## config.mk

```make
export PLATFORM = sky130hd
export DESIGN_NAME = lif_tdm_scheduler
export DESIGN_NICKNAME = d
export VERILOG_FILES = /design/src/rtl/lif_tdm_scheduler.sv
export SDC_FILE = /design/constraint.sdc
export NUM_CORES = 1
export LEC_CHECK = 0
export CAP_MARGIN = 25
export CORE_ASPECT_RATIO = 1.2
export CORE_MARGIN = 1
export CORE_UTILIZATION = 55
export CTS_CLUSTER_DIAMETER = 200
export DETAILED_ROUTE_END_ITERATION = 12
export GPL_ROUTABILITY_DRIVEN = 1
export HOLD_SLACK_MARGIN = 0.12
export PLACE_DENSITY = 0.78
export SETUP_SLACK_MARGIN = 0.02
export SYNTH_ARGS = -nofsm -noshare
export SYNTH_HDL_FRONTEND = slang
export SYNTH_SLANG_ARGS = --single-unit
```

## constraint.sdc

```tcl
create_clock -name clk -period 5 [get_ports clk]
set_clock_uncertainty 0.2 [all_clocks]
set_input_delay 1 -clock clk [delete_from_list [all_inputs] [get_ports clk]]
set_output_delay 1 -clock clk [all_outputs]
set_load 0.05 [all_outputs]
```

## src/rtl/lif_tdm_scheduler.sv

```systemverilog
// rtl/lif_tdm_scheduler.sv - time-multiplexed LIF neuron ring scheduler
//
// Purpose: shares one leaky-integrate-and-fire update datapath across
// N_NEURONS virtual neurons held in an internal register file. Each sweep
// updates neurons 0..N-1 (one per enabled cycle) and then publishes the
// sweep's spike vector. Neuron i sees neuron (i-1) mod N's spike from the
// previous sweep as a coupling input.
//
// Optional build macro: SPIKE_COUNT_EN adds a saturating spike_count output.
//
// Ports:
//   clk             in   clock
//   rst_n           in   asynchronous active-low reset
//   ena             in   clock enable; all state holds when low
//   run             in   keep sweeping back-to-back while high
//   base_current    in   [4:0] drive added to every neuron update
//   pattern_select  in   [1:0] 00 indep, 01 excite, 10 inhibit, 11 half coupling
//   obs_idx         in   [3:0] neuron shown on obs_potential
//   busy            out  high while a sweep is in progress (UPDATE/COMMIT)
//   cur_idx         out  [3:0] neuron being updated (0 when idle)
//   spike_vec       out  [N_NEURONS-1:0] spikes of the last completed sweep
//   spike_valid     out  pulse marking a fresh spike_vec
//   obs_potential   out  [7:0] stored potential of obs_idx, 0 if out of range
//   spike_count     out  [15:0] total spikes, saturating (SPIKE_COUNT_EN only)

`timescale 1ns/1ps

module lif_tdm_scheduler #(
  parameter int         N_NEURONS = 4,
  parameter logic [7:0] THRESHOLD = 8'd200,
  parameter logic [7:0] RESET_POT = 8'd50,
  parameter logic [7:0] LEAK      = 8'd5,
  parameter logic [3:0] REFRAC    = 4'd10,
  parameter logic [7:0] COUPLE_W  = 8'd16
) (
  input  logic                 clk,
  input  logic                 rst_n,
  input  logic                 ena,
  input  logic                 run,
  input  logic [4:0]           base_current,
  input  logic [1:0]           pattern_select,
  input  logic [3:0]           obs_idx,
  output logic                 busy,
  output logic [3:0]           cur_idx,
  output logic [N_NEURONS-1:0] spike_vec,
  output logic                 spike_valid,
  output logic [7:0]           obs_potential
`ifdef SPIKE_COUNT_EN
  ,
  output logic [15:0]          spike_count
`endif
);

  localparam logic [1:0] IDLE   = 2'd0;
  localparam logic [1:0] UPDATE = 2'd1;
  localparam logic [1:0] COMMIT = 2'd2;

  localparam logic [3:0] LAST_IDX = 4'(N_NEURONS - 1);

  logic [1:0]           state;
  logic [7:0]           pot  [N_NEURONS];
  logic [3:0]           refr [N_NEURONS];
  logic [N_NEURONS-1:0] spike_acc;

  // nbr_vec[i] is the previous-sweep spike of neuron (i-1) mod N.
  logic [N_NEURONS-1:0] nbr_vec;
  assign nbr_vec = {spike_vec[N_NEURONS-2:0], spike_vec[N_NEURONS-1]};

  assign busy = (state != IDLE);

  // Read port for the neuron under update.
  logic [7:0] cur_pot;
  logic [3:0] cur_ref;
  logic       nbr_spike;

  always_comb begin
    cur_pot   = '0;
    cur_ref   = '0;
    nbr_spike = 1'b0;
    for (int i = 0; i < N_NEURONS; i++) begin
      if (cur_idx == 4'(i)) begin
        cur_pot   = pot[i];
        cur_ref   = refr[i];
        nbr_spike = nbr_vec[i];
      end
    end
  end

  // Observation port; indices beyond the ring read as 0.
  always_comb begin
    obs_potential = '0;
    for (int i = 0; i < N_NEURONS; i++) begin
      if (obs_idx == 4'(i)) obs_potential = pot[i];
    end
  end

  // Integrate step. A signed intermediate wide enough for the full
  // excite/inhibit range lets the result clamp instead of wrapping.
  logic signed [10:0] coup_s;
  logic signed [10:0] base_s;
  logic signed [10:0] drive_s;
  logic signed [10:0] leak_s;
  logic signed [10:0] sum_s;
  logic [7:0]         integ_pot;

  always_comb begin
    coup_s = nbr_spike ? $signed({3'b000, COUPLE_W}) : 11'sd0;
    base_s = $signed({6'b000000, base_current});
    case (pattern_select)
      2'b00:   drive_s = base_s;
      2'b01:   drive_s = base_s + (coup_s <<< 1);
      2'b10:   drive_s = base_s - (coup_s <<< 2);
      default: drive_s = base_s + (coup_s >>> 1);
    endcase
    leak_s = (cur_pot > LEAK) ? $signed({3'b000, LEAK}) : 11'sd0;
    sum_s  = $signed({3'b000, cur_pot}) + drive_s - leak_s;
    if (sum_s < 11'sd0) begin
      integ_pot = 8'd0;
    end else if (sum_s > 11'sd255) begin
      integ_pot = 8'hFF;
    end else begin
      integ_pot = sum_s[7:0];
    end
  end

  // Next neuron state: refractory hold, fire, or integrate. Firing is
  // decided on the stored potential, so a crossing fires one sweep later.
  logic [7:0] new_pot;
  logic [3:0] new_ref;
  logic       new_spike;

  always_comb begin
    new_pot   = integ_pot;
    new_ref   = 4'd0;
    new_spike = 1'b0;
    if (cur_ref != 4'd0) begin
      new_pot = RESET_POT;
      new_ref = cur_ref - 4'd1;
    end else if (cur_pot >= THRESHOLD) begin
      new_pot   = RESET_POT;
      new_ref   = REFRAC;
      new_spike = 1'b1;
    end
  end

  always_ff @(posedge clk or negedge rst_n) begin
    if (!rst_n) begin
      state       <= IDLE;
      cur_idx     <= 4'd0;
      spike_vec   <= '0;
      spike_acc   <= '0;
      spike_valid <= 1'b0;
      for (int i = 0; i < N_NEURONS; i++) begin
        pot[i]  <= RESET_POT;
        refr[i] <= 4'd0;
      end
    end else if (ena) begin
      spike_valid <= 1'b0;
      case (state)
        IDLE: begin
          cur_idx <= 4'd0;
          if (run) state <= UPDATE;
        end
        UPDATE: begin
          for (int i = 0; i < N_NEURONS; i++) begin
            if (cur_idx == 4'(i)) begin
              pot[i]  <= new_pot;
              refr[i] <= new_ref;
              if (new_spike) spike_acc[i] <= 1'b1;
            end
          end
          if (cur_idx == LAST_IDX) begin
            state   <= COMMIT;
            cur_idx <= 4'd0;
          end else begin
            cur_idx <= cur_idx + 4'd1;
          end
        end
        COMMIT: begin
          // spike_valid rises together with the new spike_vec.
          spike_vec   <= spike_acc;
          spike_acc   <= '0;
          spike_valid <= 1'b1;
          cur_idx     <= 4'd0;
          state       <= run ? UPDATE : IDLE;
        end
        default: begin
          state   <= IDLE;
          cur_idx <= 4'd0;
        end
      endcase
    end
  end

`ifdef SPIKE_COUNT_EN
  logic [4:0]  sweep_pop;
  logic [16:0] count_sum;

  always_comb begin
    sweep_pop = '0;
    for (int i = 0; i < N_NEURONS; i++) begin
      sweep_pop = sweep_pop + {4'b0000, spike_acc[i]};
    end
    count_sum = {1'b0, spike_count} + {12'd0, sweep_pop};
  end

  always_ff @(posedge clk or negedge rst_n) begin
    if (!rst_n) begin
      spike_count <= '0;
    end else if (ena && state == COMMIT) begin
      spike_count <= count_sum[16] ? 16'hFFFF : count_sum[15:0];
    end
  end
`endif

endmodule

```

==> results.md, run 1 <==
* Status: completed
* Total die area at approximately 8000 sq um
* Crit-path max FO at 9
* CTS max path bufs at 2
* Hold WS at 0.274 ns
* CP Capture Type: flip-flop
* Area delta synth->final at 14.5%
* Final period util at 0.931
* F_max at about 0.21 GHz
* Worst path most repeated cell: ha_1
* CP cell instances: inv_1 > ha_1 > and3b_1 > a211oi_1 > a211o_1 > a21oi_1 > ha_1 > ha_1 > mux2_2 > nand2_1 > ha_1 > inv_1 > ha_1 > or3_1 > o31a_1 > a211o_1 > o21ai_1 > o31ai_1
* Synthesis Warnings at 0
* Initial core utilization at 0.575
* Io pins at 33
* Slew Limit Headroom at 0.472
* Total GRT Usage at 0.279
* Dpl cell area at 4590 sq um
* Fillers at 572
* DRC Markers at 0
* Ranking of synthesized cells by area: dfrtp_1, dfstp_2, ha_1, mux2_2, nand2_1
* Final setup fails at 0
* Tmin final at 4.66 ns
* RSZ-0062 raised after global routing: no
* Die Span Y at 97.8 um
* Critical Path Max Stage Delay at roughly 0.45 ns
* Vias in the first global route at 3457
* Post-synth EDFFs at 0
* TritonCTS clock tree: built
* Fin. Hold Viols at 0
* Crit path DAT at between 4 and 5 ns
* CP Buf/Inv Count at 2
* Die X at 81.9 um
* Ys async rst share at 1.00
* Reported max-cap violation count at 0
* Initial antenna violation count at 0
* Detailed Route WL at around 10000 um
* Initial drt markers at 194
* Footprint of the multi-input gates at around 2400 sq um
* GRT overflow at 0
* CTS resizes at 0
* CTS clk-pin slew, worst paths at 0.07 ns
* Skew-Pair Late Insertion Delay at 0.34 ns
* Syn_nets at around 480
* Floorplan row count at 34
* Post-DRT Antenna Nets at 0
* Core area at 7320 sq um
* Post-DP HPWL at 7420 um
* Synth top area share at 0.303
* Final GP Congestion at 0.926
* Syn avg cell area at 9.46 sq um
* Drt wl/cell at between 15 and 20 um
* Final slew viol count at 0
* Detailed Routing Iterations Pass 1 at 5
* Synth area leader: dfrtp_1
* Synth cell types at 54
* H-tree Lvls at 3
* Delay-heaviest family, CP: compound AO/OA/AOI/OAI gates
* Clock sink count at 63
* Post-CTS setup buffer count at 0
* Register area at 1590 sq um
* Cell area after synthesis at 4210 sq um
* First-pass GRT wire length at 17000 um
* NumNets Final at 512
* Synth Instances at about 450
* IO Port Bufs at 32
* Via count at 3528
* Clock root buffer: clkbuf_8
* Antenna diode count at 0
* Hold-fix buffers, CTS at 0
* Crit Path Class: flip-flop to flip-flop
* Worst R2R Setup Slack at 0.34 ns
* #FFs+latches synth at 63
* Setup TNS Final at 0 ns
* Req. time, crit path at between 5 and 6 ns
* Hold Path Class: flip-flop to flip-flop
* Startpoint types: flip-flop
* Vias per cell at 6.21
* Critical-path top delay cell: dfrtp_1
* Sequential-to-total area share from yosys stat at 0.378
* Primary FF master, synth: dfrtp_1
* Cell area after layout at 4820 sq um
* Layout cells sized above 1 at 0.174
* Worst-margin pin slew at about 0.8 ns
* CTS Buf Count at 9
* Largest net degree at the start of global routing at 64
==> worst paths after layout <==
kind,from,cells past startpoint,to
setup / recovery,cur_idx[1]$_DFFE_PN0P_,18,pot[7]$_DFFE_PN0P_
hold / removal,refr[6]$_DFFE_PN0P_,2,refr[6]$_DFFE_PN0P_
setup reg to reg,cur_idx[1]$_DFFE_PN0P_,18,pot[7]$_DFFE_PN0P_
hold reg to reg,refr[6]$_DFFE_PN0P_,2,refr[6]$_DFFE_PN0P_
max in group asynchronous,rst_n,2,refr[0]$_DFFE_PN0P_
min in group asynchronous,rst_n,2,pot[0]$_DFFE_PN0P_
==> stage by stage <==
stage,instances,util,worst slack [ns]
finish,568,0.659,0.344
global route,568,0.659,0.0219
CTS,568,0.657,0.124
detailed placement,552,0.627,0.195
global placement,552,0.627,0.394
floorplan,445,-,0.353
==> cell type report <==
class,instances,share of cell area
multi-input cells,325,0.491
flip-flops and latches,63,0.330
repair buffers,46,0.0872
clock buffers,13,0.0330
well taps,90,0.0234
inverters,28,0.0218
clock inverters,3,0.0135
==> placed cells by master, fill, tap and decap left out, drive strengths merged, types with 2 or more instances in the layout <==
cell type,count
clkdlybuf4s50,31
nand2,54
nor2,32
nor3,2
o21a,3
a21o,2
a31oi,18
ha,22
a221o,2
o31ai,23
fa,2
mux4,8
a21oi,19
clkbuf,13
o21ai,26
xnor2,2
o31a,3
nand2b,4
o22ai,2
or2,4
buf,15
dfstp,12
mux2,19
and4,2
and3,4
a32o,3
a311oi,2
inv,28
nor2b,16
bufinv,2
a211o,2
and2,9
nand3,6
and3b,3
mux2i,5
a22o,4
xor2,3
nand3b,10
dfrtp,51
==> flip-flops by register name (all words and copies together) (netlist names) <==
name,count
cur_idx,4
pot,32
refr,16
spike_acc,4
spike_valid,1
spike_vec,4
state,2
==> synthesized netlist by cell type, drive strengths merged (6+ instances only) <==
library cell and instances:
nand2 54, dfrtp 51, nor2 32, inv 28, o21ai 26, o31ai 23
ha 22, a21oi 19, mux2 19, a31oi 18, buf 16, nor2b 16
clkbuf 13, dfstp 12, nand3b 10, and2 9, mux4 8, nand3 6
==> cells by family (layout without fill, tap and decap cells) <==
family,Yosys count,count (layout),synth area share
mux,32,32,0.105
buf+inv,57,90,0.0624
compound gates,117,117,0.193
simple gates,147,147,0.176
flops,63,63,0.378
fa+ha+maj,24,24,0.0749
xor+xnor,5,5,0.0104
==> worst min-delay path, stage by stage, from the launching register on <==
cell and delay, ns:
dfrtp_1 0.34, nand2_1 0.04, o21ai_0 0.06
==> per-layer routing <==
| metal | GRT usage | vias up | part of all wire |
|---|---|---|---|
| li1 | - | 1643 | - |
| met1 | 0.354 | 1757 | 0.42 |
| met2 | 0.463 | 101 | 0.52 |
| met3 | 0.0486 | 27 | 0.038 |
| met4 | 0.115 | 0 | 0.030 |
| met5 | 0 | - | 0 |
Power of run 1 is not shown: default switching activity piles up to over one toggle a cycle in this logic, so the estimate is an artifact.
==> run 2, diff against run 1 <==
--- a/config.mk
+++ b/config.mk
@@ -13,7 +13,8 @@
 export DETAILED_ROUTE_END_ITERATION = 12
 export GPL_ROUTABILITY_DRIVEN = 1
 export HOLD_SLACK_MARGIN = 0.12
-export PLACE_DENSITY = 0.78
+export PLACE_DENSITY = 0.75
+export REMOVE_ABC_BUFFERS = 1
 export SETUP_SLACK_MARGIN = 0.02
 export SYNTH_ARGS = -nofsm -noshare
 export SYNTH_HDL_FRONTEND = slang
==> results.md, run 2 (synthesis results as in run 1) <==
* Worst R2R Setup Slack at 0.32 ns (-0.02 ns)
* Final setup fails at 0 (unchanged)
* Crit path DAT at 4.69 ns (+0.02 ns)
* Status: completed
* Startpoint types: flip-flop
* F_max at 0.214 GHz (-0.47%)
* Fin. Hold Viols at 0 (unchanged)
* First-pass GRT wire length at 17500 um (+3.3%)
* Detailed Route WL at 10400 um (+1.5%)
* Hold-fix buffers, CTS at 0 (unchanged)
* Clock root buffer: clkbuf_8
* Post-DP HPWL at 7480 um (+0.84%)
* Initial drt markers at 212 (+9.3%)
* R2R depth at 15 (-3)
* CP Capture Type: flip-flop
* TritonCTS clock tree: built
* Die Span Y at 97.8 um (unchanged)
* CTS Buf Count at 9 (unchanged)
* Place WS at 0.209 ns (+0.0135 ns)
* Hold WS at 0.281 ns (+0.00708 ns)
* Via count at 3483 (-1.3%)
* RSZ-0062 raised after global routing: no
* Area delta synth->final at 15.0%
* Crit Path Class: flip-flop to flip-flop
* Largest net degree at the start of global routing at 64 (unchanged)
* Antenna diode count at 0 (unchanged)
* Req. time, crit path at 5.01 ns (about the same)
* Hold path cells at 2 (unchanged)
* Clock sink count at 63 (unchanged)
* Detailed Routing Iterations Pass 1 at 4 (-1)
* Die X at 81.9 um (unchanged)
* Crit-path max FO at 21 (+12)
* Floorplan row count at 34 (unchanged)
* GRT overflow at 0 (unchanged)
* Hold_sp: refr[6]$_DFFE_PN0P_
* Core area at 7320 sq um (unchanged)
* Total GRT Usage at 0.292 (+0.0128)
* Post-DRT Antenna Nets at 0 (unchanged)
* Post-CTS setup buffer count at 0 (unchanged)
* Most flop-heavy register: pot
* CTS resizes at 0 (unchanged)
* R2R Path End: pot[7]$_DFFE_PN0P_
* Max reg flops at 32 (unchanged)
* Reported max-cap violation count at 0 (unchanged)
* Final slew viol count at 0 (unchanged)
* Total die area at 8010 sq um (unchanged)
* Final period util at 0.936 (+0.00444)
* CTS clk-pin slew, worst paths at 0.07 ns (about the same)
* NumNets Final at 514 (+0.39%)
* Drt wl/cell at 18.2 um (+1.2%)
* Tmin final at 4.68 ns (+0.0222 ns)
* Final GP Congestion at 0.972 (+5.0%)
* CTS max path bufs at 2 (unchanged)
* Vias per cell at 6.11 (-1.6%)
* Worst-margin pin slew at 0.804 ns (+0.0118 ns)
* H-tree Lvls at 3 (unchanged)
* Final worst slack at 0.322 ns (-0.0222 ns)
* Vias in the first global route at 3568 (+3.2%)
* Layout cells sized above 1 at 0.175 (+0.00136)
* Io pins at 33 (unchanged)
* Hold Path Class: flip-flop to flip-flop
* Largest regs: pot: 32 flops, refr: 16 flops
* Most frequent cells in the layout: nand2_1, dfrtp_1, nor2_1, clkdlybuf4s50_1, inv_1
* Setup TNS Final at 0 ns (unchanged)
* WHS Endpoint: refr[6]$_DFFE_PN0P_
* IO Port Bufs at 32 (unchanged)
* Slew Limit Headroom at 0.464 (-0.00789)
* Initial antenna violation count at 0 (unchanged)
* DRC Markers at 0 (unchanged)
* Fillers at 587 (+2.6%)
* Most common cell after layout, fill and taps aside: nand2_1
* Initial core utilization at 0.575 (unchanged)
* Reg2reg start: cur_idx[1]$_DFFE_PN0P_
* Skew-Pair Late Insertion Delay at 0.35 ns (about the same)
[run 2: final cells by class]
class | count | area (sq um) | area share
Multi-Input combinational cell | 325 | 2360 | 0.488
Sequential cell | 63 | 1590 | 0.329
Timing Repair Buffer | 48 | 435 | 0.0899
Clock buffer | 13 | 169 | 0.0349
Tap cell | 90 | 113 | 0.0233
Inverter | 28 | 105 | 0.0217
Clock inverter | 3 | 63.8 | 0.0132
[run 2: worst max-delay path, cell delays in order (launching register included)]
cell,delay (ns)
dfrtp_1,0.43
inv_1,0.12
ha_2,0.41
a21oi_1,0.13
a221oi_1,0.40
o21ai_0,0.29
and4_1,0.29
xor2_1,0.16
ha_1,0.28
ha_1,0.35
nor2b_1,0.16
o31a_1,0.30
o31a_1,0.34
a211o_1,0.29
o21ai_0,0.24
o31ai_1,0.13
[run 2: layer usage]
metal,vias up,global-route usage,wire length (um)
met4,0,0.127,248
met5,-,0,0
met1,1700,0.369,4310
met2,100,0.472,5390
li1,1662,-,-
met3,21,0.0645,423
[run 2: metrics by stage]
step / area, sq um / utilization / instances
2_1_floorplan: 4050 / - / 416
3_3_place_gp: 4600 / 0.629 / 554
3_5_place_dp: 4600 / 0.629 / 554
4_1_cts: 4830 / 0.661 / 570
5_1_grt: 4840 / 0.662 / 570
6_report: 4840 / 0.662 / 570
[run 2: worst max path at each step]
stage | start | to | slack, ns | depth (start not counted)
2_1_floorplan | cur_idx[1]$_DFFE_PN0P_ | pot[13]$_DFFE_PN1P_ | 0.23 | 15
3_3_place_gp | cur_idx[1]$_DFFE_PN0P_ | pot[23]$_DFFE_PN0P_ | 0.36 | 18
3_5_place_dp | cur_idx[1]$_DFFE_PN0P_ | pot[13]$_DFFE_PN1P_ | 0.21 | 16
4_1_cts | cur_idx[1]$_DFFE_PN0P_ | pot[13]$_DFFE_PN1P_ | 0.14 | 16
5_1_grt | cur_idx[1]$_DFFE_PN0P_ | pot[4]$_DFFE_PN1P_ | 0.02 | 17
6_report | cur_idx[1]$_DFFE_PN0P_ | pot[7]$_DFFE_PN0P_ | 0.32 | 15
Power of run 2 is left out for the same reason.
==> run 3, diff against run 2 <==
--- a/config.mk
+++ b/config.mk
@@ -14,7 +14,6 @@
 export GPL_ROUTABILITY_DRIVEN = 1
 export HOLD_SLACK_MARGIN = 0.12
 export PLACE_DENSITY = 0.75
-export REMOVE_ABC_BUFFERS = 1
 export SETUP_SLACK_MARGIN = 0.02
 export SYNTH_ARGS = -nofsm -noshare
 export SYNTH_HDL_FRONTEND = slang
==> results.md, run 3 (synthesis results as in run 1) <==
* IO Port Bufs at 32 (unchanged)
* Initial antenna violation count at 0 (unchanged)
* Critical Path Max Stage Delay at 0.46 ns (+0.03 ns)
* Core area at 7320 sq um (unchanged)
* Final setup fails at 0 (unchanged)
* Die X at 81.9 um (unchanged)
* Io pins at 33 (unchanged)
* Drt wl/cell at 17.9 um (-1.4%)
* Tmin final at 4.65 ns (-0.0281 ns)
* CP cell instances: inv_1 > ha_2 > and3b_1 > a211oi_1 > a211o_1 > a21oi_1 > ha_1 > ha_1 > mux2_2 > nand2_1 > ha_1 > inv_1 > ha_1 > o21a_1 > o32a_1 > o31a_1 > a211o_1 > o21ai_0 > o31ai_1
* Initial drt markers at 270 (+27%)
* Floorplan row count at 34 (unchanged)
* R2R depth at 19 (+4)
* Worst-margin pin slew at 0.798 ns (-0.00583 ns)
* CTS clk-pin slew, worst paths at 0.08 ns (about the same)
* Hold-fix buffers, CTS at 0 (unchanged)
* Clock root buffer: clkbuf_8
* Post-DRT Antenna Nets at 0 (unchanged)
* Antenna diode count at 0 (unchanged)
* Req. time, crit path at 5.01 ns (about the same)
* Total die area at 8010 sq um (unchanged)
* Startpoint types: flip-flop
* Place WS at 0.207 ns (-0.00198 ns)
* Crit Path Class: flip-flop to flip-flop
* Via count at 3460 (-0.66%)
* Final GP Congestion at 0.835 (-14%)
* Final worst slack at 0.350 ns (+0.0281 ns)
* Finished Layout Cells at 567 (-0.53%)
* Final period util at 0.930 (-0.00562)
* Skew-Pair Late Insertion Delay at 0.36 ns (about the same)
* Detailed Routing Iterations Pass 1 at 5 (+1)
* Setup TNS Final at 0 ns (unchanged)
* Hold path cells at 2 (unchanged)
* NumNets Final at 511 (-0.58%)
* Initial core utilization at 0.575 (unchanged)
* Critical-path top delay cell: dfrtp_1
* Delay-heaviest family, CP: compound AO/OA/AOI/OAI gates
* DRC Markers at 0 (unchanged)
* Most frequent cells in the layout: nand2_1, dfrtp_1, nor2_1, clkdlybuf4s50_1, inv_1
* Final slew viol count at 0 (unchanged)
* Vias in the first global route at 3471 (-2.7%)
* F_max at 0.215 GHz (+0.60%)
* Crit path DAT at 4.66 ns (-0.03 ns)
* Largest net degree at the start of global routing at 64 (unchanged)
* Cells after DPL at 551 (-0.54%)
* Levels on crit path at 19 (+4)
* Worst path most repeated cell: ha_1
* Crit-path max FO at 11 (-48%)
* Most common cell after layout, fill and taps aside: nand2_1
* Slew Limit Headroom at 0.468 (+0.00389)
* TritonCTS clock tree: built
* Reported max-cap violation count at 0 (unchanged)
* Die Span Y at 97.8 um (unchanged)
* Area delta synth->final at 13.9%
* GRT overflow at 0 (unchanged)
* Status: completed
* CTS max path bufs at 2 (unchanged)
* Layout cells sized above 1 at 0.180 (+0.00529)
* Total GRT Usage at 0.281 (-0.0114)
* RSZ-0062 raised after global routing: no
* Vias per cell at 6.10 (-0.13%)
* Post-DP HPWL at 7280 um (-2.7%)
* CP Buf/Inv Count at 2 (+1)
* CP Capture Type: flip-flop
* Max reg flops at 32 (unchanged)
* Clock sink count at 63 (unchanged)
* First-pass GRT wire length at 17100 um (-2.4%)
* H-tree Lvls at 3 (unchanged)
* Hold Path Class: flip-flop to flip-flop
* CTS Buf Count at 9 (unchanged)
* Largest regs: pot: 32 flops, refr: 16 flops
* Fin. Hold Viols at 0 (unchanged)
* Most flop-heavy register: pot
* Detailed Route WL at 10200 um (-1.9%)
run 3: area by class of cell:
type / count / area [sq um]
flip-flops and latches: 63 / 1590
well taps: 90 / 113
multi-input cells: 325 / 2370
fillers: 609 / 2520
clock buffers: 9 / 124
repair buffers: 45 / 413
clock inverters: 7 / 80.1
inverters: 28 / 105
run 3: repair_timing:
action / CTS / global route
gates resized for setup: 0 / 8
setup endpoints to repair: 0 / 32
buffers inserted: 0 / 0
run 3: final timing paths:
| kind | from | endpoint | slack (ns) |
|---|---|---|---|
| worst max-delay path | cur_idx[0]$_DFFE_PN0P_ | pot[15]$_DFFE_PN0P_ | 0.35 |
| worst min-delay path | refr[6]$_DFFE_PN0P_ | refr[6]$_DFFE_PN0P_ | 0.29 |
| worst max register to register | cur_idx[0]$_DFFE_PN0P_ | pot[15]$_DFFE_PN0P_ | 0.35 |
| worst min register to register | refr[6]$_DFFE_PN0P_ | refr[6]$_DFFE_PN0P_ | 0.29 |
| max in group asynchronous | rst_n | refr[4]$_DFFE_PN0P_ | 3.46 |
| min in group asynchronous | rst_n | spike_valid$_DFFE_PN0P_ | 0.59 |
run 3: tightest hold or removal path: cells and delay by family (launching register included):
kind	cells	cell delay, ns
flip-flops	1	0.34
AND/OR/NAND/NOR	1	0.05
AO/OA/AOI/OAI	1	0.06
run 3: routing by layer:
metal	vias to the layer above	global-route usage	part of all wire	wire (um)
met1	1700	0.367	0.43	4400
met5	-	0	0	0
li1	1639	-	-	-
met3	18	0.0514	0.045	461
met2	103	0.463	0.50	5100
met4	0	0.0904	0.020	206
run 3: metrics by stage:
step / util / cell area, sq um / hold slack, ns
3_5_place_dp: 0.626 / 4580 / 0.271
6_report: 0.656 / 4800 / 0.286
5_1_grt: 0.656 / 4800 / 0.327
4_1_cts: 0.654 / 4780 / 0.289
2_1_floorplan: - / 4210 / 0.241
3_3_place_gp: 0.626 / 4580 / 0.258
Power of run 3 is left out for the same reason.
